## src/rtl/mygo_fifo_pkg.sv

```systemverilog
// Shared helpers and types for the Go channel FIFO.
// Sizing functions stay valid for degenerate depths (0 and 1).
package mygo_fifo_pkg;

    // Ceiling log2 that never returns less than 1, so vectors keep a width.
    function automatic int safe_clog2(input int value);
        return (value <= 2) ? 1 : $clog2(value);
    endfunction

    // Pointer width for a buffer of the given depth.
    function automatic int addr_bits_for(input int depth);
        return safe_clog2(depth);
    endfunction

    // Occupancy counter width, which must be able to hold the value DEPTH itself.
    function automatic int count_bits_for(input int depth);
        return safe_clog2(depth + 1);
    endfunction

    typedef enum logic [1:0] {
        CH_OPEN    = 2'd0,
        CH_CLOSING = 2'd1,
        CH_CLOSED  = 2'd2
    } chan_state_e;

endpackage

```

## src/rtl/mygo_fifo_mem.sv

```systemverilog
// Storage array for the channel FIFO. It has one synchronous write port
// and a combinational read port.
module mygo_fifo_mem
    import mygo_fifo_pkg::*;
#(
    parameter int WIDTH     = 32,
    parameter int DEPTH     = 2,
    parameter int ADDR_BITS = addr_bits_for(DEPTH)
) (
    input  logic                 clk,
    input  logic                 we,
    input  logic [ADDR_BITS-1:0] waddr,
    input  logic [WIDTH-1:0]     wdata,
    input  logic [ADDR_BITS-1:0] raddr,
    output logic [WIDTH-1:0]     rdata
);

    logic [WIDTH-1:0] mem [DEPTH];

    // Payload storage needs no reset because out_valid gates every read.
    always_ff @(posedge clk) begin
        if (we) begin
            mem[waddr] <= wdata;
        end
    end

    assign rdata = mem[raddr];

endmodule

```

## src/rtl/mygo_chan_fifo.sv

```systemverilog
// Go channel FIFO with close() semantics. DEPTH=0 builds an unbuffered rendezvous channel.
// Optional macro MYGO_CHAN_HWM_EN adds a sticky high-water-mark output named hwm.
module mygo_chan_fifo
    import mygo_fifo_pkg::*;
#(
    parameter int WIDTH      = 32,
    parameter int DEPTH      = 2,
    parameter int REG_READY  = 1,
    parameter int COUNT_BITS = count_bits_for(DEPTH)
) (
    input  logic                  clk,
    input  logic                  rst,
    input  logic [WIDTH-1:0]      in_data,
    input  logic                  in_valid,
    output logic                  in_ready,
    input  logic                  in_close,
    output logic [WIDTH-1:0]      out_data,
    output logic                  out_valid,
    input  logic                  out_ready,
    output logic                  out_closed,
    output logic [COUNT_BITS-1:0] count
`ifdef MYGO_CHAN_HWM_EN
    ,
    output logic [COUNT_BITS-1:0] hwm
`endif
);

    localparam int ADDR_BITS = addr_bits_for(DEPTH);
    localparam logic [COUNT_BITS-1:0] DEPTH_C = COUNT_BITS'(DEPTH);

    // Handshake: a transfer happens on a side in any cycle where valid and ready
    // are both high. A producer holds in_data stable while in_valid waits for in_ready.
    logic                  push;
    logic                  pop;
    logic                  closed;
    chan_state_e           state_q;
    chan_state_e           state_d;
    logic [COUNT_BITS-1:0] count_q;
    logic [COUNT_BITS-1:0] count_d;

    assign push   = in_valid & in_ready;
    assign pop    = out_valid & out_ready;
    assign closed = (state_q != CH_OPEN);

    generate
        if (DEPTH == 0) begin : g_rdv
            // No storage here. The producer and consumer meet in the same cycle.
            assign out_valid = in_valid & ~closed;
            assign out_data  = in_data;
            assign in_ready  = out_ready & ~closed;
            assign count_d   = '0;
        end else begin : g_buf
            localparam logic [ADDR_BITS-1:0] LAST_ADDR = ADDR_BITS'(DEPTH - 1);

            logic [ADDR_BITS-1:0] wptr_q;
            logic [ADDR_BITS-1:0] rptr_q;

            if (REG_READY != 0) begin : g_reg_ready
                assign in_ready = ~closed & (count_q < DEPTH_C);
            end else begin : g_comb_ready
                // A full buffer still accepts a push when the head leaves in the same cycle.
                assign in_ready = ~closed & ((count_q < DEPTH_C) | out_ready);
            end

            assign out_valid = (count_q != '0);

            always_comb begin
                count_d = count_q;
                if (push && !pop) begin
                    count_d = count_q + 1'b1;
                end else if (pop && !push) begin
                    count_d = count_q - 1'b1;
                end
            end

            always_ff @(posedge clk or negedge rst) begin
                if (!rst) begin
                    wptr_q <= '0;
                    rptr_q <= '0;
                end else begin
                    if (push) begin
                        wptr_q <= (wptr_q == LAST_ADDR) ? '0 : wptr_q + 1'b1;
                    end
                    if (pop) begin
                        rptr_q <= (rptr_q == LAST_ADDR) ? '0 : rptr_q + 1'b1;
                    end
                end
            end

            mygo_fifo_mem #(
                .WIDTH     (WIDTH),
                .DEPTH     (DEPTH),
                .ADDR_BITS (ADDR_BITS)
            ) u_mem (
                .clk   (clk),
                .we    (push),
                .waddr (wptr_q),
                .wdata (in_data),
                .raddr (rptr_q),
                .rdata (out_data)
            );
        end
    endgenerate

    // A push that coincides with in_close is enqueued first, so the channel then closes behind it.
    always_comb begin
        state_d = state_q;
        case (state_q)
            CH_OPEN: begin
                if (in_close) begin
                    state_d = (count_q == '0 && !push) ? CH_CLOSED : CH_CLOSING;
                end
            end
            CH_CLOSING: begin
                if (count_q == '0) begin
                    state_d = CH_CLOSED;
                end
            end
            default: state_d = CH_CLOSED;
        endcase
    end

    always_ff @(posedge clk or negedge rst) begin
        if (!rst) begin
            state_q <= CH_OPEN;
            count_q <= '0;
        end else begin
            state_q <= state_d;
            count_q <= count_d;
        end
    end

    assign count      = count_q;
    assign out_closed = closed & (count_q == '0);

`ifdef MYGO_CHAN_HWM_EN
    logic [COUNT_BITS-1:0] hwm_q;

    always_ff @(posedge clk or negedge rst) begin
        if (!rst) begin
            hwm_q <= '0;
        end else if (count_d > hwm_q) begin
            hwm_q <= count_d;
        end
    end

    assign hwm = hwm_q;
`endif

endmodule

```

## config.mk

```make
export PLATFORM = sky130hd
export DESIGN_NAME = mygo_chan_fifo
export DESIGN_NICKNAME = d
export VERILOG_FILES = /design/src/rtl/mygo_fifo_pkg.sv /design/src/rtl/mygo_fifo_mem.sv /design/src/rtl/mygo_chan_fifo.sv
export SDC_FILE = /design/constraint.sdc
export NUM_CORES = 1
export LEC_CHECK = 0
export BUFFER_PORTS_ARGS = -buffer_cell sky130_fd_sc_hd__buf_2
export CAP_MARGIN = 25
export CORE_UTILIZATION = 25
export DETAILED_ROUTE_END_ITERATION = 10
export GPL_ROUTABILITY_DRIVEN = 0
export GPL_TIMING_DRIVEN = 0
export PLACE_DENSITY = 0.41
export SYNTH_ARGS = -nofsm -noshare
export SYNTH_HDL_FRONTEND = slang
export SYNTH_HIERARCHICAL = 1
export SYNTH_SLANG_ARGS = --single-unit
```

## constraint.sdc

```tcl
create_clock -name clk -period 4.8 [get_ports clk]
set_input_delay 0.96 -clock clk [delete_from_list [all_inputs] [get_ports clk]]
set_output_delay 0.96 -clock clk [all_outputs]
set_load 0.01 [all_outputs]
```

* Yosys cells after proc, flatten, opt, wreduce, memory -nomap -nowiden
Memory sizes are Yosys's and may differ from the RTL's. Cells that the tools add are included.
Storage, ports and cells: flip-flop bits (word level) 6, output and inout bits 37, memories 1, input bits 37, logic and storage cells 39, bits in writable memories 64
Memories:
- g_buf.u_mem.mem | words 2, width 32, rd ports 1, clocked after Yosys merged registers in 0, wr ports 1, RTL line mygo_fifo_mem.sv:18 | logic [WIDTH-1:0] mem [DEPTH];
Operators by class: bitwise logic cells 5, add/subtract/negate cells 4, reductions and logical operators 11, muxes and demuxes 10, $lt $le $gt $ge 1, eq/ne operators 3
Operators by type and width (number):
- two-way mux 2 bit | 5
- nonzero test 2 bit | 3
- AND 1 bit | 4
- logical NOT 2 bit | 2
- two-way mux 1 bit | 4
- inequality test 2 bit, second input constant | 2
- one-hot mux 2 bit (2 select lines) | 1
- logical AND 1 bit | 3
- adder 1 bit, second input constant | 2
- adder 2 x 1 -> 2 bit, second input constant | 1
- equality test 2 x 1 -> 1 bit, second input constant | 1
- logical NOT 1 bit | 2
- less-than comparator 2 bit, second input constant | 1
- AND reduction 2 bit | 1
- subtractor 2 x 1 -> 2 bit, second input constant | 1
- inverter 1 bit | 1

* Logic depth before layout (Yosys ltp)
Gate-level depths: netlist of the first run.
depth in word-level cells 9, depth in mapped cells 7, gate-level depth less buffers 6

* By module
Netlist of the first run, hierarchy kept.
By module, submodules not included:
- mygo_fifo_mem | sequential area each 1921.8 µm², area an instance 2478.6 µm², cells an instance 102, times used 1
- mygo_chan_fifo | sequential area each 150.1 µm², area an instance 299.0 µm², cells an instance 27, times used 1

* Least setup slack after synthesis of the first run
No wires, ideal clock.
path kind input -> register, start input in_valid, end memory g_buf.u_mem.mem[0][0] (enable), buffers on the path 0, arrival 2.572 ns, setup time 0.425 ns, setup slack 1.803 ns, stages 2, data required time 4.375 ns, cells stage by stage and2_4 > nor2b_1
Between the ends: cells in the longest elaborated chain, start to end 3
RTL lines:
- start: declaration | RTL line mygo_chan_fifo.sv:14 | input logic in_valid,
- AND 1 bit | RTL line mygo_chan_fifo.sv:41 | assign push = in_valid & in_ready;
- two-way mux 1 bit | RTL line mygo_fifo_mem.sv:22 | if (we) begin
- two-way mux 1 bit (not written as such) | RTL line mygo_fifo_mem.sv:23 | mem[waddr] <= wdata;
- end: declaration | RTL line mygo_fifo_mem.sv:18
Every way passes these cells.

* Worst setup path after layout of the first run
start register g_buf.rptr_q, end output out_data[24]
Between the ends: cells in the longest elaborated chain, start to end 1
RTL lines:
- start: declaration | RTL line mygo_chan_fifo.sv:56 | logic [ADDR_BITS-1:0] rptr_q;
- start signal: assignment | RTL line mygo_chan_fifo.sv:85 | rptr_q <= (rptr_q == LAST_ADDR) ? '0 : rptr_q + 1'b1;
- memory (2 x 32 bit)
- end: declaration | RTL line mygo_chan_fifo.sv:17 | output logic [WIDTH-1:0] out_data,
Every way passes these cells.

==> summary.md, run 1 <==
| Metric | Value |
|---|---|
| Outcome | finished, final reports clean |
| Root buf cell | clkbuf_8 |
| Worst setup path startpoint | g_buf.rptr_q |
| Port bufs | 73 |
| Largest net degree at the start of global routing | 33 |
| Final core utilization | around a third |
| Worst-margin pin slew | 0.886 ns |
| First-pass GRT wire length | 7.52 mm |
| Total routed wirelength | 4.96 mm |
| Post-synth top area share | 69.2% |
| Pwr Density | 508 nW/um^2 |
| Max Cap Viol | 0 |
| CP Class | reg -> out |
| Final WS setup | roughly 2.4 ns |
| Commonest non-fill, non-tap cell in the layout | buf_2 |
| Mapped Cells | 129 |
| Clk_skew | about 0.0093 ns |
| Setup Buffers After CTS | 0 |
| Die Footprint | 11500 um^2 |
| Worst slew margin | roughly 41% |
| CTS buffer count | 9 |
| Pre-CTS setup slack | 2.38 ns |
| Most frequent cells in the layout | buf_2 (73), edfxtp_1 (64), mux2_4 (30) |
| Row cnt | 38 |
| # clock sinks | 70 |
| N_diodes | 0 |
| H-tree levels | 3 |
| Ports | 74 |
| Nets | 252 |
| Cell taking the most area after synthesis | edfxtp_1 |
| Initial core utilization | 25.6% |
| Post-Syn Nets | roughly 170 |
| FF-to-FF path depth | 3 |
| Gr ovfl total | 0 |
| RSZ-0062 raised after global routing | false |
| # hold bufs at CTS | 0 |
| Total negative slack | 0 ns |
| FF+latch count, synth | 70 |
| Period utilisation layout | 51.0% |
| Register area share after synthesis | 74.6% |
| Starting DRT DRC Count | 58 |
| CP startpoint kind | flip-flop |
| Drt wl/cell | ~14 um |
| Worst setup endpoint | out_data[24] |
| CTS resizes | 0 |
| Top area cells in the synthesized netlist | edfxtp_1 (69%), mux2_4 (16%), dfrtp_1 (5.4%), buf_12 (2.2%), xor2_1 (0.95%) |
| Drt first pass iters | 4 |
| Via Count | 1403 |
| Crit end category | output pin |
| Hold WS | between 0.4 and 0.5 ns |
| Crit-path max FO | 10 |
| Peak VDD IR | 155 uV |
| Clk buf depth | 2 |
| Average size of a mapped cell | 21.5 um^2 |
| Vias in the first global route | 1453 |
| Achievable Freq | 409 MHz |
| Post-route DRC violation count | 0 |
| Final Max Tran Viols | 0 |
| Final ANT Viol Nets | 0 |
| Die width | between 100 and 150 um |
| Cell Area, Synth | 2780 um^2 |
| Initial antenna violation count | 0 |
| Worst r2r src | count[1] |
| WP data arrival | between 1 and 1.5 ns |
| Final setup violation count | 0 |
| Syn. warnings | 6 |
| Total GRT Usage | 9.25% |
| HP Class | in -> async |
| Reg2reg end | g_buf.u_mem/mem[1][21] |
| LEAKAGE | 1.42 nW |
| HPWL after DPL | between 3 and 4 mm |
| Worst R2R Setup Slack | 2.87 ns |
| Final worst path period need | 2.45 ns |
| Die height | 107 um |
| Data required, critical path | 3.84 ns |
| Fin. Hold Viols | 0 |
| Worst-path clk slew | 0.08 ns |
| Worst-Skew Late Latency | 0.34 ns |
| Area growth syn-to-layout | 28.9% |
| Unique masters post-synth | 20 |
| Share of cells above drive strength 1 | 59.6% |
| Core ar. | 10800 um^2 |
| Vias per Instance | 3.92 |
| CTS tree | done |
-- power breakdown --
| part | internal, mW | switching, mW |
|---|---|---|
| sequential | 0.691 | 0.0228 |
| clock | 0.342 | 0.219 |
| combinational | 0.306 | 0.237 |
| total | 1.34 | 0.479 |
-- cell type report --
type	count	area [um^2]
tap	140	175
timing repair buffer	74	385
clock buffer	9	124
sequential	70	2070
clock inverter	6	110
fill	1071	7260
inverter	2	7.51
multi-input combinational	52	624
buffer	5	82.6
-- per-layer routing --
metal | part of all wire (%) | vias up | global-route usage (%)
li1 | - | 661 | -
met1 | 43 | 687 | 10.3
met2 | 49 | 47 | 15.1
met3 | 6.0 | 8 | 3.63
met4 | 2.0 | 0 | 4.99
met5 | 0 | - | 0
-- cell usage after synthesis --
cell type and n:
edfxtp_1 64, mux2_4 30, dfrtp_1 6, nor2_1 4, buf_12 3, xor2_1 3
a21oi_1 2, buf_6 2, inv_1 2, mux2_2 2, xnor2_1 2, and2_1 1
and2_4 1, ha_1 1, nand2_4 1, nor2b_1 1, nor3_1 1, nor3_2 1
o21bai_1 1, or2_1 1
-- registers in the layout, indices dropped and copies added (netlist names) --
name             count
state_q              2
g_buf.rptr_q         1
count                2
g_buf.wptr_q         1
g_buf.u_mem/mem     64
-- worst min path at each step --
stage,from,to,slack (ns)
global route,rst,state_q[1],0.41
detailed placement,g_buf.rptr_q,g_buf.rptr_q,0.49
global placement,g_buf.wptr_q,g_buf.wptr_q,0.47
floorplan,g_buf.wptr_q,g_buf.wptr_q,0.46
finish,rst,state_q[1],0.43
CTS,rst,state_q[1],0.41
-- per-stage QoR --
step           area (um^2)  std cells  power, mW
6_report              3580        358       1.82
5_1_grt               3580        358       1.92
4_1_cts               3580        358       1.86
3_5_place_dp          3350        343       1.29
3_3_place_gp          3320        342       1.28
2_1_floorplan         2780        129       1.11
-- cells by family (layout without fill, tap and decap cells) --
kind of cell / after synthesis / in the layout / synth area share (%)
and+or+nand+nor: 11 / 11 / 2.48
muxes: 32 / 32 / 17.0
DFF: 70 / 70 / 74.6
adders and majority gates: 1 / 1 / 0.450
xor gates and xnor gates: 5 / 5 / 1.58
buffers and inverters: 7 / 96 / 3.24
AOI/OAI and AO/OA: 3 / 3 / 0.631
-- worst max-delay path, stage by stage, from the launching register on --
cell     delay [ns]
dfrtp_1        0.40
buf_6          0.15
buf_12         0.15
mux2_4         0.30
buf_2          0.14
Note: power is estimated with default switching activity, not from simulation.
==> run 2: changes to the inputs <==
--- a/config.mk
+++ b/config.mk
@@ -11,7 +11,7 @@
 export DETAILED_ROUTE_END_ITERATION = 10
 export GPL_ROUTABILITY_DRIVEN = 0
 export GPL_TIMING_DRIVEN = 0
-export PLACE_DENSITY = 0.41
+export PLACE_DENSITY = 0.42
 export SYNTH_ARGS = -nofsm -noshare
 export SYNTH_HDL_FRONTEND = slang
 export SYNTH_HIERARCHICAL = 1
==> constraint.sdc (replaced) <==
create_clock -name clk -period 2 [get_ports clk]
set_input_delay 0.4 -clock clk [delete_from_list [all_inputs] [get_ports clk]]
set_output_delay 0.4 -clock clk [all_outputs]
set_load 0.01 [all_outputs]
==> run 2 against run 1 <==
Net effect: combinational power up 140%; largest cell class unchanged; first-iteration DRC count is 45% lower; clock skew is essentially flat; worst hold slack got worse by 0.18 ns.
==> summary.md, run 2 (synthesis gave the netlist of run 1 again) <==
| Metric | Value |
|---|---|
| Outcome | finished, final reports clean |
| Post-layout total power | 4.36 mW |
| Most frequent cells in the layout | buf_2 (73), edfxtp_1 (64), mux2_4 (30) |
| Core ar. | 10800 um^2 |
| Share of cells above drive strength 1 | 59.1% |
| Worst Path Buf+Inv | 3 |
| Area growth syn-to-layout | 29.5% |
| Worst-margin pin slew | roughly 0.49 ns |
| Crit-path max FO | 10 |
| Final setup violation count | 0 |
| Period utilisation layout | 93.9% |
| Die Footprint | between 10000 and 15000 um^2 |
| Worst path max stage delay | 0.41 ns |
| Total routed wirelength | 4.82 mm |
| Number of fill cells in the layout | approximately 1.1k |
| Clk_skew | 0.00899 ns |
| Post-route DRC violation count | 0 |
| Data required, critical path | 1.60 ns |
| # clock sinks | 70 |
| Crit-path leading delay family | buffers and inverters |
| Max FFs per register | 64 |
| Register bank with the most flops | g_buf.u_mem/mem |
| H-tree levels | 3 |
| CP startpoint kind | flip-flop |
| Pint | 3.22 mW |
| Gr ovfl total | 0 |
| Clk network pwr share | 30.7% |
| RSZ-0062 raised after global routing | false |
| Clk buf depth | 2 |
| HPWL after DPL | 3.24 mm |
| Via Count | roughly 1.4k |
| HP Class | in -> reg |
| Switching part of the total | a little over a quarter |
| Largest net degree at the start of global routing | 33 |
| First-pass GRT wire length | 7.60 mm |
| Commonest non-fill, non-tap cell in the layout | buf_2 |
| Final Cell Area | between 3000 and 4000 um^2 |
| Pre-CTS setup slack | 0.0109 ns |
| Worst path cell trace | buf_6, buf_12, mux2_4, buf_2 |
| Worst R2R Setup Slack | 0.28 ns |
| Drt wl/cell | between 10 and 15 um |
| Peak VDD IR | approximately 580 uV |
| Fin. Hold Viols | 0 |
| LEAKAGE | 1.43 nW |
| Worst slew margin | 67.5% |
| Vias per Instance | 3.87 |
| Worst-path clk slew | 0.08 ns |
| Ports | 74 |
| NetSw | roughly 1.1 mW |
| Crit-path slowest cell | dfrtp_1 |
| Worst-Skew Late Latency | 0.33 ns |
| Pwr Density | 1210 nW/um^2 |
| Achievable Freq | 532 MHz |
| Hold WS | roughly 0.25 ns |
| DP Area | 3350 um^2 |
| Comb power frac | 29.9% |
| Vias in the first global route | 1475 |
| Max Cap Viol | 0 |
| Row cnt | 38 |
| Final core utilization | 33.2% |
| N_diodes | 0 |
| Drt first pass iters | 4 |
| Sequential power share | 39.4% |
| Final ANT Viol Nets | 0 |
| CTS tree | done |
| Port bufs | 73 |
| Final worst path period need | between 1.5 and 2 ns |
| Final Max Tran Viols | 0 |
| Root buf cell | clkbuf_8 |
| Crit end category | output pin |
| WP data arrival | 1.48 ns |
| Starting DRT DRC Count | 32 |
| Setup Buffers After CTS | 0 |
| Final WS setup | 0.121 ns |
| Die height | 107 um |
| CTS buffer count | 9 |
| Initial core utilization | between 20% and 30% |
| Initial antenna violation count | 0 |
| Die width | 107 um |
| Nets | 253 |
| CP Class | reg -> out |
| Total GRT Usage | 9.00% |
## run 2: changes by cell type in the layout (fill, tap and decap cells not counted), sizes merged
cell	previous run	this run
clkinv	1	2
clkbuf	9	10
inv	3	2
dlygate4sd3	0	1
## run 2: through the flow
stage	setup TNS, ns	cells
after global routing	0	360
final	0	360
after floorplan	0	129
after global placement	-3.54	342
after CTS	0	360
after detailed placement	0	343
## run 2: worst register-to-register path, cell delays in order (launching register included)
cell and delay (ns):
dfrtp_1 0.43, nor3_2 0.21, and2_4 0.19, nor2b_4 0.35, buf_12 0.24
## run 2: power by group through the flow
stage	Clock [mW]	Sequential (mW)	Combinational, mW
3_5_place_dp	0	1.75	1.34
5_1_grt	1.45	1.73	1.40
4_1_cts	1.40	1.72	1.34
3_3_place_gp	0	1.75	1.33
2_1_floorplan	0	1.75	0.913
6_report	1.34	1.72	1.30
## run 2: timing repair
item | 4_1_cts | 5_1_grt
hold endpoints to repair | 6 | 0
endpoints found under the setup margin | 0 | 32
hold buffers | 1 | 0
resized for setup | 0 | 1
## run 2: final cells by class
class / instances / area [um^2] / share of cell area, %
buffer: 5 / 82.6 / 2.30
clock buffer: 10 / 128 / 3.55
sequential: 70 / 2070 / 57.6
timing repair buffer: 75 / 395 / 11.0
clock inverter: 6 / 110 / 3.06
inverter: 2 / 7.51 / 0.209
multi-input combinational: 52 / 626 / 17.4
tap: 140 / 175 / 4.87
## run 2: layer usage
| layer | track usage (%) | part of all wire, % | up-vias |
|---|---|---|---|
| met5 | 0 | 0 | - |
| met4 | 4.99 | 1.8 | 0 |
| met3 | 3.27 | 6.8 | 9 |
| met2 | 13.9 | 46 | 48 |
| met1 | 10.8 | 45 | 674 |
| li1 | - | - | 662 |
## run 2: worst paths after layout
path / startpoint / depth (start not counted) / to
max in group asynchronous: rst / 2 / g_buf.wptr_q
hold reg to reg: state_q[1] / 1 / state_q[0]
setup reg to reg: count[1] / 4 / g_buf.u_mem/mem[0][1]
min in group asynchronous: rst / 2 / count[1]
setup / recovery: g_buf.rptr_q / 4 / out_data[26]
hold / removal: in_data[15] / 1 / g_buf.u_mem/mem[0][15]
==> run 3: changes to the inputs <==
--- a/config.mk
+++ b/config.mk
@@ -12,6 +12,7 @@
 export GPL_ROUTABILITY_DRIVEN = 0
 export GPL_TIMING_DRIVEN = 0
 export PLACE_DENSITY = 0.42
+export REMOVE_ABC_BUFFERS = 1
 export SYNTH_ARGS = -nofsm -noshare
 export SYNTH_HDL_FRONTEND = slang
 export SYNTH_HIERARCHICAL = 1
==> run 3 against run 2 <==
Net effect: worst hold slack worse by 0.0032 ns; sequential share of layout area up 1.3 points; highest routed layer unchanged; total power shrank 8.5%; critical path type unchanged; critical path depth down 1; combinational power decreased by 10%; sequential cell count is the same; via count is 0.72% higher; cell area decreased by 2.1%; cell count decreased by 0.83%; setup slack lost 0.010 ns.
==> summary.md, run 3 (synthesis gave the netlist of run 1 again) <==
| Metric | Value |
|---|---|
| Row cnt | 38 |
| Initial antenna violation count | 0 |
| Post-layout total power | 3.99 mW |
| Pre-CTS setup slack | -0.00128 ns |
| Peak VDD IR | ~500 uV |
| Worst-margin pin slew | 0.485 ns |
| Final WS setup | between 0.1 and 0.15 ns |
| Die width | 107 um |
| Vias per Instance | 3.93 |
| Outcome | finished, final reports clean |
| Fin. Hold Viols | 0 |
| Die Footprint | 11500 um^2 |
| HPWL after DPL | 3.06 mm |
| Most frequent cells in the layout | buf_2 (73), edfxtp_1 (64), mux2_4 (30) |
| Initial core utilization | approximately a quarter |
| Achievable Freq | 529 MHz |
| Crit-path max FO | 9 |
| Final ANT Viol Nets | 0 |
| Final worst path period need | 1.89 ns |
| Worst-Skew Late Latency | 0.34 ns |
| Placed Cells incl. Taps | 339 |
| Die height | ~110 um |
| WP data arrival | 1.49 ns |
| Total routed wirelength | 4.82 mm |
| RSZ-0062 raised after global routing | false |
| Share of cells above drive strength 1 | 59.9% |
| Period utilisation layout | 94.5% |
| CTS buffer count | 9 |
| Via Count | 1403 |
| Ports | 74 |
| CTS tree | done |
| Fin cells | 357 |
| Register bank with the most flops | g_buf.u_mem/mem |
| Largest net degree at the start of global routing | 33 |
| HP Class | in -> reg |
| H-tree levels | 3 |
| Crit-path slowest cell | dfrtp_4 |
| Nets | 251 |
| Post-route DRC violation count | 0 |
| Commonest non-fill, non-tap cell in the layout | buf_2 |
| Starting DRT DRC Count | 16 |
| Area growth syn-to-layout | 26.8% |
| Port bufs | 73 |
| # clock sinks | 70 |
| First-pass GRT wire length | 7.38 mm |
| Max FFs per register | between 60 and 70 |
| Final setup violation count | 0 |
| GR Util met1 | a little over a tenth |
| Worst Path Buf+Inv | 2 |
| Crit-path leading delay family | flip-flops |
| GR Util met2 | between 10 and 15% |
| CP Class | reg -> out |
| Clk buf depth | 2 |
| Core ar. | 10800 um^2 |
| Most Used Layer, Global Route | met2 |
| Clk_skew | 0.00763 ns |
| CP startpoint kind | flip-flop |
| Max Cap Viol | 0 |
| Root buf cell | clkbuf_8 |
| Data required, critical path | 1.60 ns |
| Met3 Use GR | under 10% |
| Final Max Tran Viols | 0 |
| Gr ovfl total | 0 |
| Worst path max stage delay | between 0.4 and 0.5 ns |
| Pwr Density | 1130 nW/um^2 |
| Vias in the first global route | ~1.4k |
| LEAKAGE | 1.39 nW |
| Worst-path clk slew | 0.07 ns |
| Total GRT Usage | under 10% |
| Worst slew margin | 67.7% |
| Worst path cell trace | buf_4, mux2_4, buf_2 |
| Crit end category | output pin |
| Drt wl/cell | 13.5 um |
| Drt first pass iters | 4 |
| Number of fill cells in the layout | 1086 |
| N_diodes | 0 |
==> run 3: path summary, 6_finish.rpt <==
check	endpoint	slack, ns	cells after the start	from
worst max-delay path	out_data[24]	0.11	3	g_buf.rptr_q
worst min-delay path	g_buf.u_mem/mem[0][29]	0.25	1	in_data[29]
worst max register to register	g_buf.u_mem/mem[1][17]	0.34	3	count[1]
worst min register to register	state_q[0]	0.51	1	state_q[1]
max in group asynchronous	g_buf.rptr_q	1.42	2	rst
min in group asynchronous	count[1]	0.41	2	rst
==> run 3: layer usage <==
layer	up-vias	wire length [um]	share of wire, %
met1	681	2230	46
met5	-	0	0
met4	0	72	1.5
met2	58	2140	44
li1	654	-	-
met3	10	376	7.8
==> run 3: repair_timing <==
item | 4_1_cts | 5_1_grt
setup endpoints to repair | 56 | 17
buffers inserted | 1 | 1
resized for setup | 2 | 0
hold endpoints to repair | 6 | 0
hold buffers | 1 | 0
==> run 3: power breakdown <==
part	switching, mW	leakage [nW]	internal [mW]
Combinational	0.539	0.652	0.635
Sequential	0.0595	0.644	1.67
Clock	0.520	0.0911	0.566
==> run 3: area by class of cell <==
| type | instances | area [um^2] | share of cell area [%] |
|---|---|---|---|
| clock inverters | 6 | 63.8 | 1.81 |
| repair buffers | 78 | 450 | 12.8 |
| flip-flops and latches | 70 | 2080 | 58.9 |
| inverters | 2 | 7.51 | 0.213 |
| clock buffers | 9 | 124 | 3.52 |
| well taps | 140 | 175 | 4.97 |
| multi-input cells | 52 | 626 | 17.8 |
==> run 3: worst register-to-register path: cells and delay by family, from the launching register on <==
family | cells | cell delay (ns)
simple gates | 3 | 0.87
flops | 1 | 0.42
==> run 3: metrics by stage <==
stage                     hold WS (ns)  TNS (ns)  instance area, um^2  utilization, %
after floorplan                  0.104    -33.17                 2700               -
after global placement           0.241   -104.87                 3240            29.8
after detailed placement         0.238   -0.0102                 3290            30.4
after CTS                        0.220         0                 3500            32.3
after global routing             0.224         0                 3520            32.5
final                            0.248         0                 3520            32.5
